**src/rtl/mig1_ram_arbiter_if.sv**
```systemverilog
// Bundle of the fetch, debug and SimRAM port signals around the RAM arbiter.
// The slave modport is the arbiter's view; master is the requesters plus the RAM.
interface mig1_ram_arbiter_if #(
  parameter int ADDR_WIDTH = 8,
  parameter int DATA_WIDTH = 32
);
  logic                  f_req;
  logic [ADDR_WIDTH-1:0] f_addr;
  logic                  f_gnt;
  logic                  f_rvalid;
  logic [DATA_WIDTH-1:0] f_rdata;

  logic                  d_req;
  logic                  d_we;
  logic                  d_lock;
  logic [ADDR_WIDTH-1:0] d_addr;
  logic [DATA_WIDTH-1:0] d_wdata;
  logic                  d_gnt;
  logic                  d_rvalid;
  logic [DATA_WIDTH-1:0] d_rdata;
  logic                  locked;

  logic                  ram_rd_en;
  logic [ADDR_WIDTH-1:0] ram_rd_addr;
  logic [DATA_WIDTH-1:0] ram_rd_data;
  logic                  ram_wr_en;
  logic [ADDR_WIDTH-1:0] ram_wr_addr;
  logic [DATA_WIDTH-1:0] ram_wr_data;

  modport slave (
    input  f_req, f_addr, d_req, d_we, d_lock, d_addr, d_wdata, ram_rd_data,
    output f_gnt, f_rvalid, f_rdata, d_gnt, d_rvalid, d_rdata, locked,
           ram_rd_en, ram_rd_addr, ram_wr_en, ram_wr_addr, ram_wr_data
  );

  modport master (
    output f_req, f_addr, d_req, d_we, d_lock, d_addr, d_wdata, ram_rd_data,
    input  f_gnt, f_rvalid, f_rdata, d_gnt, d_rvalid, d_rdata, locked,
           ram_rd_en, ram_rd_addr, ram_wr_en, ram_wr_addr, ram_wr_data
  );
endinterface

```
**src/rtl/mig1_ram_arbiter.sv**
```systemverilog
// Shares SimRAM between instruction fetch and debug access: one op per cycle, round-robin
// on conflict, debug lock for atomic RMW; grants are same-cycle, read data returns 1 cycle later.
module mig1_ram_arbiter #(
  parameter int ADDR_WIDTH = 8,
  parameter int DATA_WIDTH = 32
) (
  input logic             clk,
  input logic             rst,
  mig1_ram_arbiter_if.slave bus
);

  typedef enum logic {
    OWN_F = 1'b0,
    OWN_D = 1'b1
  } owner_t;

  owner_t last_gnt;
  logic   lock_q;
  logic   rsp_f_q;
  logic   rsp_d_q;

  logic                  f_gnt_c;
  logic                  d_gnt_c;
  logic [ADDR_WIDTH-1:0] rd_addr_c;

  always_comb begin
    f_gnt_c = 1'b0;
    d_gnt_c = 1'b0;
    if (!rst) begin
      if (lock_q) begin
        d_gnt_c = bus.d_req;
      end else if (bus.f_req && bus.d_req) begin
        // Tie: whoever did not win last time goes now.
        if (last_gnt == OWN_D) f_gnt_c = 1'b1;
        else                   d_gnt_c = 1'b1;
      end else begin
        f_gnt_c = bus.f_req;
        d_gnt_c = bus.d_req;
      end
    end
  end

  always_comb begin
    rd_addr_c = bus.d_addr;
    if (f_gnt_c) rd_addr_c = bus.f_addr;
  end

  assign bus.f_gnt       = f_gnt_c;
  assign bus.d_gnt       = d_gnt_c;
  assign bus.ram_rd_en   = f_gnt_c | (d_gnt_c & ~bus.d_we);
  assign bus.ram_rd_addr = rd_addr_c;
  assign bus.ram_wr_en   = d_gnt_c & bus.d_we;
  assign bus.ram_wr_addr = bus.d_addr;
  assign bus.ram_wr_data = bus.d_wdata;

  always_ff @(posedge clk) begin
    if (rst) begin
      last_gnt <= OWN_D;
      lock_q   <= 1'b0;
      rsp_f_q  <= 1'b0;
      rsp_d_q  <= 1'b0;
    end else begin
      if (f_gnt_c)      last_gnt <= OWN_F;
      else if (d_gnt_c) last_gnt <= OWN_D;

      rsp_f_q <= f_gnt_c;
      rsp_d_q <= d_gnt_c & ~bus.d_we;

      // Dropping d_lock releases ownership even while that cycle's debug op is granted.
      if (lock_q && !bus.d_lock)    lock_q <= 1'b0;
      else if (d_gnt_c && bus.d_lock) lock_q <= 1'b1;
    end
  end

  assign bus.f_rvalid = rsp_f_q & ~rst;
  assign bus.d_rvalid = rsp_d_q & ~rst;
  assign bus.f_rdata  = bus.f_rvalid ? bus.ram_rd_data : {DATA_WIDTH{1'b0}};
  assign bus.d_rdata  = bus.d_rvalid ? bus.ram_rd_data : {DATA_WIDTH{1'b0}};
  assign bus.locked   = lock_q & ~rst;

endmodule

```
**src/flat_wrapper.sv**
```systemverilog
// flat-port wrapper written by rule: the top's interface ports become plain ports
module mig1_ram_arbiter_flat 
#(
  parameter int ADDR_WIDTH = 8,
  parameter int DATA_WIDTH = 32
)
  (clk, rst, bus_f_req, bus_f_addr, bus_d_req, bus_d_we, bus_d_lock, bus_d_addr, bus_d_wdata, bus_ram_rd_data, bus_f_gnt, bus_f_rvalid, bus_f_rdata, bus_d_gnt, bus_d_rvalid, bus_d_rdata, bus_locked, bus_ram_rd_en, bus_ram_rd_addr, bus_ram_wr_en, bus_ram_wr_addr, bus_ram_wr_data);
  mig1_ram_arbiter_if #(.ADDR_WIDTH(ADDR_WIDTH), .DATA_WIDTH(DATA_WIDTH)) bus_i ();
  input logic clk;
  input logic rst;
  input wire logic [$bits(bus_i.f_req)-1:0] bus_f_req;
  input wire logic [$bits(bus_i.f_addr)-1:0] bus_f_addr;
  input wire logic [$bits(bus_i.d_req)-1:0] bus_d_req;
  input wire logic [$bits(bus_i.d_we)-1:0] bus_d_we;
  input wire logic [$bits(bus_i.d_lock)-1:0] bus_d_lock;
  input wire logic [$bits(bus_i.d_addr)-1:0] bus_d_addr;
  input wire logic [$bits(bus_i.d_wdata)-1:0] bus_d_wdata;
  input wire logic [$bits(bus_i.ram_rd_data)-1:0] bus_ram_rd_data;
  output wire logic [$bits(bus_i.f_gnt)-1:0] bus_f_gnt;
  output wire logic [$bits(bus_i.f_rvalid)-1:0] bus_f_rvalid;
  output wire logic [$bits(bus_i.f_rdata)-1:0] bus_f_rdata;
  output wire logic [$bits(bus_i.d_gnt)-1:0] bus_d_gnt;
  output wire logic [$bits(bus_i.d_rvalid)-1:0] bus_d_rvalid;
  output wire logic [$bits(bus_i.d_rdata)-1:0] bus_d_rdata;
  output wire logic [$bits(bus_i.locked)-1:0] bus_locked;
  output wire logic [$bits(bus_i.ram_rd_en)-1:0] bus_ram_rd_en;
  output wire logic [$bits(bus_i.ram_rd_addr)-1:0] bus_ram_rd_addr;
  output wire logic [$bits(bus_i.ram_wr_en)-1:0] bus_ram_wr_en;
  output wire logic [$bits(bus_i.ram_wr_addr)-1:0] bus_ram_wr_addr;
  output wire logic [$bits(bus_i.ram_wr_data)-1:0] bus_ram_wr_data;
  assign bus_i.f_req = bus_f_req;
  assign bus_i.f_addr = bus_f_addr;
  assign bus_i.d_req = bus_d_req;
  assign bus_i.d_we = bus_d_we;
  assign bus_i.d_lock = bus_d_lock;
  assign bus_i.d_addr = bus_d_addr;
  assign bus_i.d_wdata = bus_d_wdata;
  assign bus_i.ram_rd_data = bus_ram_rd_data;
  assign bus_f_gnt = bus_i.f_gnt;
  assign bus_f_rvalid = bus_i.f_rvalid;
  assign bus_f_rdata = bus_i.f_rdata;
  assign bus_d_gnt = bus_i.d_gnt;
  assign bus_d_rvalid = bus_i.d_rvalid;
  assign bus_d_rdata = bus_i.d_rdata;
  assign bus_locked = bus_i.locked;
  assign bus_ram_rd_en = bus_i.ram_rd_en;
  assign bus_ram_rd_addr = bus_i.ram_rd_addr;
  assign bus_ram_wr_en = bus_i.ram_wr_en;
  assign bus_ram_wr_addr = bus_i.ram_wr_addr;
  assign bus_ram_wr_data = bus_i.ram_wr_data;
  mig1_ram_arbiter #(.ADDR_WIDTH(ADDR_WIDTH), .DATA_WIDTH(DATA_WIDTH)) u_core (.clk(clk), .rst(rst), .bus(bus_i));
endmodule
```
**config.mk**
```make
export PLATFORM = sky130hd
export DESIGN_NAME = mig1_ram_arbiter_flat
export DESIGN_NICKNAME = d
export VERILOG_FILES = /design/src/rtl/mig1_ram_arbiter_if.sv /design/src/rtl/mig1_ram_arbiter.sv /design/src/flat_wrapper.sv
export SDC_FILE = /design/constraint.sdc
export NUM_CORES = 1
export LEC_CHECK = 0
export ABC_CLOCK_PERIOD_IN_PS = 1900
export CAP_MARGIN = 30
export CORE_ASPECT_RATIO = 0.8
export CORE_MARGIN = 4
export CORE_UTILIZATION = 19
export CTS_CLUSTER_SIZE = 14
export DETAILED_ROUTE_END_ITERATION = 6
export PLACE_DENSITY = 0.81
export SETUP_SLACK_MARGIN = 0.4
export SLEW_MARGIN = 40
export SYNTH_ARGS = -nofsm -noshare
export SYNTH_HDL_FRONTEND = slang
export SYNTH_SLANG_ARGS = --single-unit
```
**constraint.sdc**
```tcl
create_clock -name clk -period 1.9 [get_ports clk]
set_clock_uncertainty 0.1 [all_clocks]
set_input_delay 0.38 -clock clk [delete_from_list [all_inputs] [get_ports clk]]
set_output_delay 0.38 -clock clk [all_outputs]
set_load 0.02 [all_outputs]
```
[After elaboration in Yosys (flattened, before gate mapping)]
Index checks and enable logic that the tools add are counted.
Operators by class
  mux-type cells: 13
  bitwise gates (word level): 8
  reductions and logical operators: 6
Operator list (count)
  $mux W32: 2
  $mux W1: 10
  $mux W8: 1
  $and A1 B1 Y1: 5
  $logic_and A1 B1 Y1: 3
  $not A1 Y1: 2
  $reduce_bool A2 Y1: 1
  $reduce_or A2 Y1: 1
  $logic_not A1 Y1: 1
  $or A1 B1 Y1: 1
Storage, ports and cells
  register bits after elaboration: 4
  input port bits: 86
  output and inout bits: 119
  logic and storage cells: 31

[Logic depth before layout (Yosys ltp)]
Gate-level depths: netlist of the first run.
  depth in word-level cells: 6
  mapped depth: 4
  mapped depth without buffers: 4

[Worst setup path after synthesis of the first run]
No wires, ideal clock.
  path type: in2out
  start: in bus_f_req
  end: out bus_ram_wr_en
  data arrival time: 1223 ps
  required time: 1420 ps
  slack: 197 ps
  stages on the path: 4
  path buffers: 0
  cells stage by stage: and3b_1 > or3_4 > inv_2 > and2_1
On the way
  word-level cells in the longest chain between the ends: 5
RTL lines
  start: declaration: line flat_wrapper.sv:11  | input wire logic [$bits(bus_i.f_req)-1:0] bus_f_req;
  $logic_and A1 B1 Y1: line mig1_ram_arbiter.sv:32  | end else if (bus.f_req && bus.d_req) begin
  $mux W1: line mig1_ram_arbiter.sv:32
  $mux W1: line mig1_ram_arbiter.sv:30  | if (lock_q) begin
  $mux W1: line mig1_ram_arbiter.sv:29  | if (!rst) begin
  named net bus_d_gnt: line flat_wrapper.sv:22  | output wire logic [$bits(bus_i.d_gnt)-1:0] bus_d_gnt;
  $and A1 B1 Y1: line mig1_ram_arbiter.sv:52  | assign bus.ram_wr_en = d_gnt_c & bus.d_we;
  end: declaration: line flat_wrapper.sv:28  | output wire logic [$bits(bus_i.ram_wr_en)-1:0] bus_ram_wr_en;
The timed path passes the listed nets, and every way through them passes these cells.

[Final worst setup path of the first run]
  start: reg u_core.lock_q
  end: out bus_ram_wr_en
On the way
  word-level cells in the longest chain between the ends: 3
RTL lines
  start: declaration: line mig1_ram_arbiter.sv:18  | logic lock_q;
  start signal: assignment: line mig1_ram_arbiter.sv:59  | lock_q <= 1'b0;
  start signal: assignment: line mig1_ram_arbiter.sv:70  | if (lock_q && !bus.d_lock) lock_q <= 1'b0;
  start signal: assignment: line mig1_ram_arbiter.sv:71  | else if (d_gnt_c && bus.d_lock) lock_q <= 1'b1;
  $mux W1: line mig1_ram_arbiter.sv:30
  $mux W1: line mig1_ram_arbiter.sv:29
  $and A1 B1 Y1: line mig1_ram_arbiter.sv:52
No other way between the ends.

==> impl_metrics.csv, run 1 <==
group,metric,value,unit
finish,mostFrequentLayoutCell,"buf_6",
clock_tree,hold_buffers,0,
synth,synth_edf_count,0,
worst_setup_path,max_stage_delay,0.37,ns
sta,fin_crit_sh,100,%
sta,hold_viol,0,
job,maxCapViolCount,0,
finish,mostFrequentLayoutCells,"buf_6, and2_4, clkdlybuf4s50_1",
route,drtPass1Iterations,2,
worst_setup_path,path_cells,"and3b_1, or3_4, inv_4, and2_4, buf_6",
finish,syn2layout_area_growth,189,%
worst_setup_path,required,1.42,ns
synth,synth-seq-area-share,7.82,%
sta,relSlewSlack,87.9,%
sta,rsz0062_at_grt,"yes",
die,pin_count,205,
finish,diodes,0,
worst_setup_path,cp.arrival,1.43,ns
worst_setup_path,cp-start-kind,"flop",
route,num_vias,1346,
worst_setup_path,timing.rr.end,"u_core.rsp_d_q$_SDFF_PP0_",
worst_setup_path,reg2reg_slack,0.73,ns
clock_tree,clock_sinks,4,
min_path,hold_end,"u_core.lock_q$_SDFFE_PP0P_",
placement,place_hpwl,3490,microns
finish,fin_area,0.00296,sq mm
synth,ys_async_sr_fraction,0,%
route,drc_errors,0,
die,rows,23,
worst_setup_path,r2r_cells,3,
finish,fin_nets,358,
worst_setup_path,crit_fanout,4,
die,die_h,73.6,microns
die,die_area,0.00663,sq mm
synth,yosysWarnings,0,
synth,synth-seq-cells,4,
status,status,"finished, violations left",
placement,port-buffer-count,140,
placement,placedInstanceArea,0.00233,sq mm
pwr,ir_drop,0.195,mV
synth,synth.cell_area,0.00102,sq mm
clock_tree,cts_max_level,1,
sta,finalMaxSlewViolations,0,
sta,fin_ws,-0.00544,ns
clock_tree,clockBufferDepth,2,
die,initial_core_util,20.0,%
worst_setup_path,critPathCaptureType,"output pin",
placement,pre_cts_slack,-0.774,ns
pwr,leakage,1.48,nW
worst_setup_path,path_class,"flop to output pin",
global_routing,grt_pass1_vias,1413,
sta,tightestPinTransition,0.182,ns
clock_tree,clk_latency,0.22,ns
die,core,0.00512,sq mm
clock_tree,cts_tree,"yes",
finish,drive_above_1_share,76.7,%
synth,syn_avg_cell_area,7.21,sq um
synth,syn-instance-count,142,
synth,synth_cell_type_count,20,
status,violations,"setup timing",
route,drtIter0Drc,10,
finish,nFillCells,454,
pwr,p_per_area,261,mW/mm^2
worst_setup_path,cpMaxStageDelayCell,"or3_4",
sta,setup_viol,2,
placement,gp_congestion,0.692,
global_routing,grt_usage,13.6,%
global_routing,grt_antenna_before_repair,0,
min_path,hold_start,"rst",
global_routing,gr-total-overflow,0,
sta,max_freq,525,MHz
worst_setup_path,r2r_start,"u_core.lock_q$_SDFFE_PP0P_",
route,avgRoutedWirePerCell,14.7,microns
min_path,hold_path_depth,3,
route,vias_per_cell,4.05,
sta,period_minus_slack,1.91,ns
clock_tree,numCtsBuffers,3,
synth,synth_ff_type,"dfxtp_1",
route,wirelength,4890,microns
synth,synth_fp_nets,228,
global_routing,grt_pass1_wl,7200,microns
die,die_w,90.1,microns
clock_tree,cts-root-buf,"clkbuf_8",
global_routing,grt_max_degree,11,
min_path,hold_path.class,"input pin to flop",
route,ant_nets,0,
clock_tree,clkTransAtPathRegs,0.03,ns
per-stage QoR:
step | TNS, ns | cells | utilization (%) | power [W] | hold slack [ns]
final | -0.00673 | 332 | 57.8 | 0.000773 | 0.335
after CTS | -0.0784 | 329 | 56.7 | 0.000772 | 0.331
after global placement | -52.76 | 307 | 45.5 | 0.000497 | 0.442
after detailed placement | -53.68 | 307 | 45.5 | 0.000501 | 0.447
after floorplan | 0 | 142 | - | 0.000360 | 0.352
after global routing | -0.529 | 332 | 57.8 | 0.000812 | 0.335
how the worst max path moves through the flow:
| stage | start | end | slack, ns |
|---|---|---|---|
| CTS | bus_d_req | bus_ram_rd_addr[4] | -0.02 |
| finish | u_core.lock_q$_SDFFE_PP0P_ | bus_ram_wr_en | -0.005 |
| floorplan | bus_f_req | bus_ram_rd_addr[0] | 0.27 |
| detailed placement | rst | bus_ram_rd_addr[7] | -0.77 |
| global placement | rst | bus_ram_rd_addr[7] | -0.76 |
| global route | bus_d_req | bus_ram_rd_addr[4] | -0.06 |
where the power goes:
part / total [W] / internal (W) / switching, W
sequential: 0.0000929 / 0.0000896 / 0.00000329
combinational: 0.000504 / 0.000313 / 0.000191
clock: 0.000176 / 0.000135 / 0.0000414
registers in the layout (all words and copies together), names as in the netlist:
signal           cells
u_core.last_gnt      1
u_core.lock_q        1
u_core.rsp_d_q       1
u_core.rsp_f_q       1
layout make-up:
class                   count  area [sq um]  share of cell area [%]
clock buffers               3          41.3                    1.40
repair buffers            172          1940                    65.7
well taps                  62          77.6                    2.62
multi-input cells          87           797                    26.9
flip-flops and latches      4          81.3                    2.75
inverters                   4          17.5                   0.592
layer usage:
metal | wire [microns] | track usage (%) | vias to the layer above
met1 | 1900 | 15.5 | 604
li1 | - | - | 658
met4 | 8 | 2.04 | 0
met5 | 0 | 0 | -
met2 | 2550 | 24.9 | 82
met3 | 440 | 5.12 | 2
critical path: cells and delay by family, from the launching register on:
family        cells  cell delay, ns
flops             1            0.35
buf+inv           2            0.18
simple gates      3            0.70
cells by family after synthesis:
| family | synth area share (%) |
|---|---|
| compound gates | 2.20 |
| flops | 7.82 |
| mux | 8.80 |
| simple gates | 46.8 |
| buf+inv | 34.4 |
synthesized netlist by cell type (2+ instances only):
| cell type | instances | area [sq um] |
|---|---|---|
| inv_1 | 3 | 11.3 |
| and2_1 | 65 | 407 |
| nor2_1 | 2 | 7.51 |
| clkbuf_1 | 4 | 15.0 |
| buf_2 | 2 | 10.0 |
| buf_4 | 40 | 300 |
| o21ai_1 | 2 | 10.0 |
| mux2_2 | 8 | 90.1 |
| dfxtp_1 | 4 | 80.1 |
| and2b_1 | 2 | 15.0 |
repair_timing:
| item | in CTS | in global routing |
|---|---|---|
| cloned | 7 | 1 |
| setup endpoints to repair | 87 | 83 |
| pin swaps | 32 | 18 |
| buffers inserted | 12 | 2 |
| resized for setup | 619 | 11 |
(Power assumes the default switching activity.)
==> run 2: changes to the inputs <==
Settings changed: CAP_MARGIN 30 to unset.
==> results of run 2 <==
Final layout, timing and power as in run 1 (identical DEF).
==> run 3: changes to the inputs <==
Settings changed: ABC_CLOCK_PERIOD_IN_PS 1900 to unset.
==> results of run 3 <==
Final layout, timing and power as in run 1 (identical DEF).
